[config.mk]
export PLATFORM = sky130hd
export DESIGN_NAME = ks_mul_seq_flat
export DESIGN_NICKNAME = d
export VERILOG_FILES = /design/src/rtl/ks_mul_seq_if.sv /design/src/rtl/ks_mul_seq.sv /design/src/flat_wrapper.sv
export SDC_FILE = /design/constraint.sdc
export NUM_CORES = 1
export LEC_CHECK = 0
export CAP_MARGIN = 5
export CORE_MARGIN = 2
export CORE_UTILIZATION = 60
export DETAILED_ROUTE_END_ITERATION = 12
export PLACE_DENSITY = 0.83
export RECOVER_POWER = 25
export SLEW_MARGIN = 20
export SYNTH_ARGS = -nofsm -noshare
export SYNTH_HDL_FRONTEND = slang
export SYNTH_SLANG_ARGS = --single-unit
[constraint.sdc]
create_clock -name clk -period 7.95 [get_ports clk]
set_input_delay 1.1925 -clock clk [delete_from_list [all_inputs] [get_ports clk]]
set_output_delay 1.1925 -clock clk [all_outputs]
set_load 0.01 [all_outputs]
[src/rtl/ks_mul_seq_if.sv]
// Operand/result handshake bundle for the sequential Karatsuba GF(2)[x] multiplier.
// The producer side (master) presents operands and accepts results; the
// multiplier itself sits on the slave side.
interface ks_mul_seq_if #(
    parameter int W = 32
);
    logic            in_valid;
    logic            in_ready;
    logic [W-1:0]    a;
    logic [W-1:0]    b;
    logic            reduce;
    logic            out_valid;
    logic            out_ready;
    logic [2*W-2:0]  d;

    modport master (
        output in_valid, a, b, reduce, out_ready,
        input  in_ready, out_valid, d
    );

    modport slave (
        input  in_valid, a, b, reduce, out_ready,
        output in_ready, out_valid, d
    );
endinterface

[src/rtl/ks_mul_seq.sv]
// Time-multiplexed Karatsuba carry-less multiplier over GF(2)[x].
// One H x H carry-less sub-multiplier is reused over three cycles for the
// low, high and middle partial products; a fourth cycle combines them and
// optionally reduces modulo x^W + POLY. Result is held until handshaken.
module ks_mul_seq #(
    parameter int          W    = 32,
    parameter logic [W-1:0] POLY = W'(32'h0000_008D)
) (
    input  logic        clk,
    input  logic        rst_n,
    ks_mul_seq_if.slave bus
);
    localparam int H  = W / 2;
    localparam int PW = 2 * H - 1;   // width of each half-width product
    localparam int DW = 2 * W - 1;   // width of the full product

    typedef enum logic [2:0] {
        IDLE    = 3'd0,
        MUL_LO  = 3'd1,
        MUL_HI  = 3'd2,
        MUL_MID = 3'd3,
        COMBINE = 3'd4,
        DONE    = 3'd5
    } state_t;

    state_t          state_q, state_d;
    logic [W-1:0]    a_q, a_d;
    logic [W-1:0]    b_q, b_d;
    logic            red_q, red_d;
    logic [PW-1:0]   ml_q, ml_d;
    logic [PW-1:0]   mh_q, mh_d;
    logic [PW-1:0]   mm_q, mm_d;
    logic [DW-1:0]   d_q, d_d;
    logic            out_valid_q, out_valid_d;

    logic [H-1:0]    sm_x, sm_y;
    logic [PW-1:0]   sm_p;
    logic [DW-1:0]   full_prod;

    // Carry-less H x H multiply: XOR of shifted copies of x selected by y.
    function automatic logic [PW-1:0] clmul_h(input logic [H-1:0] x, input logic [H-1:0] y);
        logic [PW-1:0] acc;
        acc = '0;
        for (int j = 0; j < H; j++) begin
            if (y[j]) begin
                acc = acc ^ (PW'(x) << j);
            end
        end
        return acc;
    endfunction

    // Long division by f = x^W + POLY from the top bit down; only the
    // remainder survives, so the upper W-1 bits come out zero.
    function automatic logic [DW-1:0] reduce_mod(input logic [DW-1:0] v);
        logic [DW-1:0] r;
        r = v;
        for (int i = DW - 1; i >= W; i--) begin
            if (r[i]) begin
                r    = r ^ (DW'(POLY) << (i - W));
                r[i] = 1'b0;
            end
        end
        return r;
    endfunction

    assign bus.in_ready  = (state_q == IDLE);
    assign bus.out_valid = out_valid_q;
    assign bus.d         = d_q;

    // Operand mux feeding the single shared sub-multiplier, selected by phase.
    always_comb begin
        sm_x = a_q[H-1:0];
        sm_y = b_q[H-1:0];
        case (state_q)
            MUL_HI: begin
                sm_x = a_q[W-1:H];
                sm_y = b_q[W-1:H];
            end
            MUL_MID: begin
                sm_x = a_q[H-1:0] ^ a_q[W-1:H];
                sm_y = b_q[H-1:0] ^ b_q[W-1:H];
            end
            default: begin
                sm_x = a_q[H-1:0];
                sm_y = b_q[H-1:0];
            end
        endcase
        sm_p = clmul_h(sm_x, sm_y);
    end

    // Karatsuba recombination; the middle term is mM with mL and mH cancelled.
    always_comb begin
        full_prod = DW'(ml_q)
                  ^ (DW'(ml_q ^ mh_q ^ mm_q) << H)
                  ^ (DW'(mh_q) << W);
    end

    // Next-state and datapath register updates for each phase.
    always_comb begin
        state_d     = state_q;
        a_d         = a_q;
        b_d         = b_q;
        red_d       = red_q;
        ml_d        = ml_q;
        mh_d        = mh_q;
        mm_d        = mm_q;
        d_d         = d_q;
        out_valid_d = out_valid_q;
        case (state_q)
            IDLE: begin
                if (bus.in_valid) begin
                    a_d     = bus.a;
                    b_d     = bus.b;
                    red_d   = bus.reduce;
                    state_d = MUL_LO;
                end
            end
            MUL_LO: begin
                ml_d    = sm_p;
                state_d = MUL_HI;
            end
            MUL_HI: begin
                mh_d    = sm_p;
                state_d = MUL_MID;
            end
            MUL_MID: begin
                mm_d    = sm_p;
                state_d = COMBINE;
            end
            COMBINE: begin
                d_d         = red_q ? reduce_mod(full_prod) : full_prod;
                out_valid_d = 1'b1;
                state_d     = DONE;
            end
            DONE: begin
                if (bus.out_ready) begin
                    out_valid_d = 1'b0;
                    state_d     = IDLE;
                end
            end
            default: begin
                state_d     = IDLE;
                out_valid_d = 1'b0;
            end
        endcase
    end

    // State and datapath registers; reset aborts any operation in flight.
    always_ff @(posedge clk or negedge rst_n) begin
        if (!rst_n) begin
            state_q     <= IDLE;
            a_q         <= '0;
            b_q         <= '0;
            red_q       <= 1'b0;
            ml_q        <= '0;
            mh_q        <= '0;
            mm_q        <= '0;
            d_q         <= '0;
            out_valid_q <= 1'b0;
        end else begin
            state_q     <= state_d;
            a_q         <= a_d;
            b_q         <= b_d;
            red_q       <= red_d;
            ml_q        <= ml_d;
            mh_q        <= mh_d;
            mm_q        <= mm_d;
            d_q         <= d_d;
            out_valid_q <= out_valid_d;
        end
    end
endmodule

[src/flat_wrapper.sv]
// flat-port wrapper written by rule: the top's interface ports become plain ports
module ks_mul_seq_flat 
#(
    parameter int          W    = 32,
    parameter logic [W-1:0] POLY = W'(32'h0000_008D)
)
  (clk, rst_n, bus_in_valid, bus_a, bus_b, bus_reduce, bus_out_ready, bus_in_ready, bus_out_valid, bus_d);
  ks_mul_seq_if #(.W(W)) bus_i ();
  input  logic clk;
  input  logic rst_n;
  input wire logic [$bits(bus_i.in_valid)-1:0] bus_in_valid;
  input wire logic [$bits(bus_i.a)-1:0] bus_a;
  input wire logic [$bits(bus_i.b)-1:0] bus_b;
  input wire logic [$bits(bus_i.reduce)-1:0] bus_reduce;
  input wire logic [$bits(bus_i.out_ready)-1:0] bus_out_ready;
  output wire logic [$bits(bus_i.in_ready)-1:0] bus_in_ready;
  output wire logic [$bits(bus_i.out_valid)-1:0] bus_out_valid;
  output wire logic [$bits(bus_i.d)-1:0] bus_d;
  assign bus_i.in_valid = bus_in_valid;
  assign bus_i.a = bus_a;
  assign bus_i.b = bus_b;
  assign bus_i.reduce = bus_reduce;
  assign bus_i.out_ready = bus_out_ready;
  assign bus_in_ready = bus_i.in_ready;
  assign bus_out_valid = bus_i.out_valid;
  assign bus_d = bus_i.d;
  ks_mul_seq #(.W(W), .POLY(POLY)) u_core (.clk(clk), .rst_n(rst_n), .bus(bus_i));
endmodule
# Word level (Yosys, flattened, before mapping)

Index checks and enable logic that the tools add are counted.

Bits in registers: 225
Logic and storage cells: 159
Input bits: 69

Reductions and logical operators: 5
Bitwise logic cells: 53
Muxes and demuxes: 85
Equality and inequality tests: 7

Operators with widths:

| kind                                | number |
|---|---|
| two-way mux 63 bit                  | 31 |
| two-way mux 31 bit                  | 16 |
| inverter 4 bit                      | 31 |
| one-hot mux 16 bit (2 select lines) | 2 |
| bitwise XOR 31 x 63 -> 63 bit       | 1 |
| bitwise XOR 63 bit                  | 1 |
| bitwise XOR 31 bit                  | 2 |
| bitwise XOR 47 x 31 -> 47 bit       | 1 |
| two-way mux 38 bit                  | 1 |
| two-way mux 37 bit                  | 1 |
| two-way mux 36 bit                  | 1 |
| two-way mux 35 bit                  | 1 |
| two-way mux 34 bit                  | 1 |
| two-way mux 33 bit                  | 1 |
| two-way mux 16 bit                  | 2 |
| two-way mux 32 bit                  | 1 |
| bitwise XOR 16 bit                  | 2 |
| bitwise XOR 31 x 18 -> 31 bit       | 1 |
| bitwise XOR 31 x 19 -> 31 bit       | 1 |
| bitwise XOR 31 x 20 -> 31 bit       | 1 |
| bitwise XOR 31 x 21 -> 31 bit       | 1 |
| bitwise XOR 31 x 22 -> 31 bit       | 1 |
| bitwise XOR 31 x 23 -> 31 bit       | 1 |
| bitwise XOR 31 x 24 -> 31 bit       | 1 |
| other kinds (41)                    | 47 |

# Longest topological paths before layout

Depth after elaboration: 97
Depth in mapped cells: 12
Gate-level depth less buffers: 8

# Least setup slack after synthesis

No wires, ideal clock.

Path kind: reg2reg
From: register u_core.state_q[1]
To: register u_core.mh_q[16]
Stages on the path, launching flop included: 12
Data arrival time: 2.445 ns
Path buffers: 4
Path slack: 5.374 ns
Period minus slack after synthesis: 2.576 ns
Cells stage by stage: dfrtp_1 buf_6 nor2b_4 buf_6 buf_6 buf_6 a21oi_2 o211ai_1 a211o_1 a211o_1 a211oi_2 o31ai_1

Cells in the longest elaborated chain, start to end: 32
Elaborated cells on any way between the ends: 34

Ends and longest elaborated chain:

| what                                                   | line                                | text |
|---|---|---|
| start: declaration                                     | ks_mul_seq.sv:26                    | `state_t state_q, state_d;` |
| start signal: assignment                               | ks_mul_seq.sv:161                   | `state_q <= state_d;` |
| equality test 3 x 2 -> 1 bit, on equally long branches | ks_mul_seq.sv:74, ks_mul_seq.sv:109 |  |
| one-hot mux 16 bit (2 select lines)                    | ks_mul_seq.sv:74                    | `case (state_q)` |
| bitwise XOR 16 x 17 -> 17 bit                          | ks_mul_seq.sv:46                    | `acc = acc ^ (PW'(x) << j);` |
| two-way mux 31 bit                                     | ks_mul_seq.sv:45                    | `if (y[j]) begin` |
| bitwise XOR 31 x 18 -> 31 bit                          | ks_mul_seq.sv:46                    |  |
| two-way mux 31 bit                                     | ks_mul_seq.sv:45                    |  |
| bitwise XOR 31 x 19 -> 31 bit                          | ks_mul_seq.sv:46                    |  |
| two-way mux 31 bit                                     | ks_mul_seq.sv:45                    |  |
| [16 not listed]                                        | n/a                                 |  |
| bitwise XOR 31 x 28 -> 31 bit                          | ks_mul_seq.sv:46                    |  |
| two-way mux 31 bit                                     | ks_mul_seq.sv:45                    |  |
| bitwise XOR 31 x 29 -> 31 bit                          | ks_mul_seq.sv:46                    |  |
| two-way mux 31 bit                                     | ks_mul_seq.sv:45                    |  |
| bitwise XOR 31 x 30 -> 31 bit                          | ks_mul_seq.sv:46                    |  |
| two-way mux 31 bit                                     | ks_mul_seq.sv:45                    |  |
| bitwise XOR 31 bit                                     | ks_mul_seq.sv:46                    |  |
| two-way mux 31 bit                                     | ks_mul_seq.sv:45                    |  |
| end signal: assignment                                 | ks_mul_seq.sv:166                   | `mh_q <= mh_d;` |
| end: declaration                                       | ks_mul_seq.sv:31                    | `logic [PW-1:0] mh_q, mh_d;` |

Parallel ways exist; a longest one is shown, timed or not.
A chain may end at the register's enable or synchronous reset.

# Worst setup path in the final report

From: register u_core.state_q[0]
To: register u_core.d_q[44] (netlist: u_core.bus.d[44])

Cells in the longest elaborated chain, start to end: 1

Ends and longest elaborated chain:

| what                   | line              | text |
|---|---|---|
| equality test 3 bit    | ks_mul_seq.sv:109 | `case (state_q)` |
| end signal: assignment | ks_mul_seq.sv:158 | `d_q <= '0;` |
| end signal: assignment | ks_mul_seq.sv:168 | `d_q <= d_d;` |
| end: declaration       | ks_mul_seq.sv:33  | `logic [DW-1:0] d_q, d_d;` |

No other way between the ends.

==> flow_summary_export.csv <==
group,metric,value,unit
status,outcome,"finished with violations",
status,violations,"max-capacitance violations, max-slew violations",
sta,finalHoldViolCount,0,
global_route,gr-usage-met2,56.3,%
final_layout,fill_cells,1864,
clocking,clock_path_buffers,3,
final_layout,final_common_cell,"xnor2_1",
setup_path,cp_common_cell,"clkbuf_1",
clocking,hold_buffers,0,
drt,drt_iter0_drc,974,
clocking,h-tree-depth,1,
floorplanning,die_w,161,microns
floorplanning,core,24200,sq um
global_route,grt_pass1_wl,67600,microns
floorplanning,io_pins,134,
final_layout,final_util,69.3,%
final_layout,syn_to_final_growth,14.0,%
setup_path,critPathKind,"reg2reg",
clocking,numClockSinks,225,
global_route,busiest_layer,"met2",
global_route,grt_use_met1,43.5,%
logic_synthesis,netlist_instances,1600,
logic_synthesis,synth_cell_types,41,
worst_hold_path,hold_path.class,"reg2reg",
setup_path,cp_data_required_time,8370,ps
drt,postRouteAntennaNets,0,
place,dp_hpwl,29500,microns
logic_synthesis,netlist_area,14700,sq um
setup_path,crit_family,"buffers and inverters",
clocking,cts-root-buf,"clkbuf_16",
setup_path,reg2reg_to,"u_core.bus.d[44]",
worst_hold_path,hold_path_depth,2,
clocking,tritoncts,"yes",
final_layout,drive_gt1_share,9.03,%
drt,routed_wl,43200,microns
setup_path,reg2reg_depth,7,
setup_path,worstSetupEndpointType,"flop",
logic_synthesis,syn_nets,1669,
floorplanning,floorplan.die_area,25800,sq um
logic_synthesis,synth_warnings,0,
global_route,grt-ovfl-total,0,
floorplanning,start_util,60.8,%
setup_path,arrival,5790,ps
logic_synthesis,ys_ff_latch,225,
sta,worstMarginPinSlew,4700,ps
job,cap_violations,3,
global_route,grt_use_total,33.5,%
clocking,clkTransAtPathRegs,60,ps
logic_synthesis,yosysSeqAreaShare,38.3,%
place,gp_congestion,0.991,
worst_hold_path,min_to,"u_core.bus.d[13]",
logic_synthesis,avgSynthCellArea,9.19,sq um
setup_path,timing.rr.start,"u_core.state_q[0]",
drt,drc,0,
floorplanning,rows,57,
final_layout,final_cell_mix,"284 x xnor2_1, 246 x nand2_1, 224 x dfrtp_1",
setup_path,max_stage_delay,1950,ps
logic_synthesis,synth_top_area_share,38.3,%
clocking,cts_resized,0,
final_layout,antenna_cells,0,
sta,clock_skew,8.35,ps
setup_path,r2r_slack,2590,ps
setup_path,cp-start-kind,"flop",
sta,slew_viol_final,232,
setup_path,cp_slowest_cell,"clkbuf_1",
sta,finalCritPeriodShare,67.5,%
drt,avgRoutedWirePerCell,21.6,microns
floorplanning,die_h,161,microns
global_route,grt_max_degree,93,
final_layout,nets,1725,
sta,finalCriticalPeriod,5360,ps
worst_hold_path,hold_start,"u_core.bus.d[13]",
setup_path,crit_chain,"clkbuf_1, inv_1, nand3b_1, clkbuf_1, buf_4, nor2_1, a22o_1",
sta,rsz0062_at_grt,"no",
setup_path,critPathMaxFanout,80,
drt,vias_per_cell,6.13,
sta,setup_violations,0,
setup_path,cp.buffers_inverters,4,
sta,max_freq,186,MHz
clocking,post_cts_buffers,0,
global_route,grt_pass1_vias,12000,
sta,max-slew-margin-rel,-213,%
logic_synthesis,netlist_top_cells_area,"dfrtp_1 38%, xnor2_1 17%, nand2_1 6.3%, mux2_2 5.0%, o21ai_0 4.9%",
drt,num_vias,12300,
drt,firstDrtPassIters,6,
global_route,antenna_found_initial,0,
sta,tns,0,ps
clocking,cts_buffers,24,
logic_synthesis,yosysTopAreaCell,"dfrtp_1",
place,place.port_buffers,133,
global_route,use_met3,5.24,%
clocking,clkLatencyLatePin,540,ps
[worst register-to-register path, stage by stage (launching register included)]
cell and delay [ps]:
dfrtp_2 330, clkbuf_1 1950, inv_1 440, nand3b_1 230
clkbuf_1 860, buf_4 720, nor2_1 440, a22o_1 290
[worst max path at each step]
stage                                  from                end  slack, ps  cells past startpoint
after floorplan           u_core.state_q[1]    u_core.mh_q[16]       5370                     11
final                     u_core.state_q[0]   u_core.bus.d[44]       2590                      7
after CTS                 u_core.state_q[1]    u_core.ml_q[15]       3730                      9
after global placement    u_core.state_q[1]    u_core.mm_q[15]       3840                      9
after detailed placement  u_core.state_q[1]    u_core.ml_q[15]       3760                      9
after global routing                  rst_n  u_core.state_q[0]       1940                      2
[layout make-up]
cell class | instances | area [sq um] | share of cell area, %
clock buffers | 38 | 733 | 4.37
inverters | 2 | 7.51 | 0.0448
flip-flops and latches | 225 | 5630 | 33.6
clock inverters | 5 | 90.1 | 0.537
well taps | 324 | 405 | 2.42
multi-input cells | 1259 | 8500 | 50.7
repair buffers | 144 | 1400 | 8.33
[synthesized netlist by cell type (all sizes together)]
library cell  count
a211oi           39
nor2            128
nand3b            1
o211ai           36
a211o            16
a41oi             2
o22ai             1
inv               2
o211a            11
buf              49
mux2             65
a21oi            77
xnor3            14
dfrtp           225
xnor2           284
nand2           246
a221oi            1
nor2b             1
o31ai            21
nand3            32
clkbuf           65
a2bb2oi           1
o21ai           150
and3             10
a31oi             1
and2              3
a22o             14
a21o             30
nand2b           16
nor3              5
xor2             50
o21a              4
[metal layers]
| layer | vias up | part of all wire (%) |
|---|---|---|
| met5 | - | 0 |
| met4 | 0 | 4.7 |
| met3 | 156 | 8.1 |
| met2 | 590 | 47 |
| met1 | 5965 | 40 |
| li1 | 5540 | - |
[logic make-up after synthesis]
family                    Yosys count  share of synthesized area, %
and+or+nand+nor                   442                          12.2
AOI/OAI and AO/OA                 404                          18.6
xor gates and xnor gates          348                          22.0
DFF                               225                          38.3
buffers and inverters             116                          3.94
muxes                              65                          4.98
[registers in the layout (all words and copies together), names as in the netlist]
name,cells
u_core.bus.d,63
u_core.a_q,32
u_core.b_q,32
u_core.mh_q,31
u_core.ml_q,31
u_core.mm_q,31
u_core.state_q,3
u_core.bus.out_valid,1
u_core.red_q,1
[through the flow]
stage	area (sq um)	hold WS, ps	instances	setup WS [ps]
CTS	16800	482	1997	3730
global route	16800	506	1997	1940
floorplan	14700	468	1600	5370
global placement	16000	462	1954	3840
finish	16800	479	1997	2590
detailed placement	16000	469	1954	3760
Power is not shown: default switching activity piles up to over one toggle a cycle in this logic, so the estimate is an artifact.
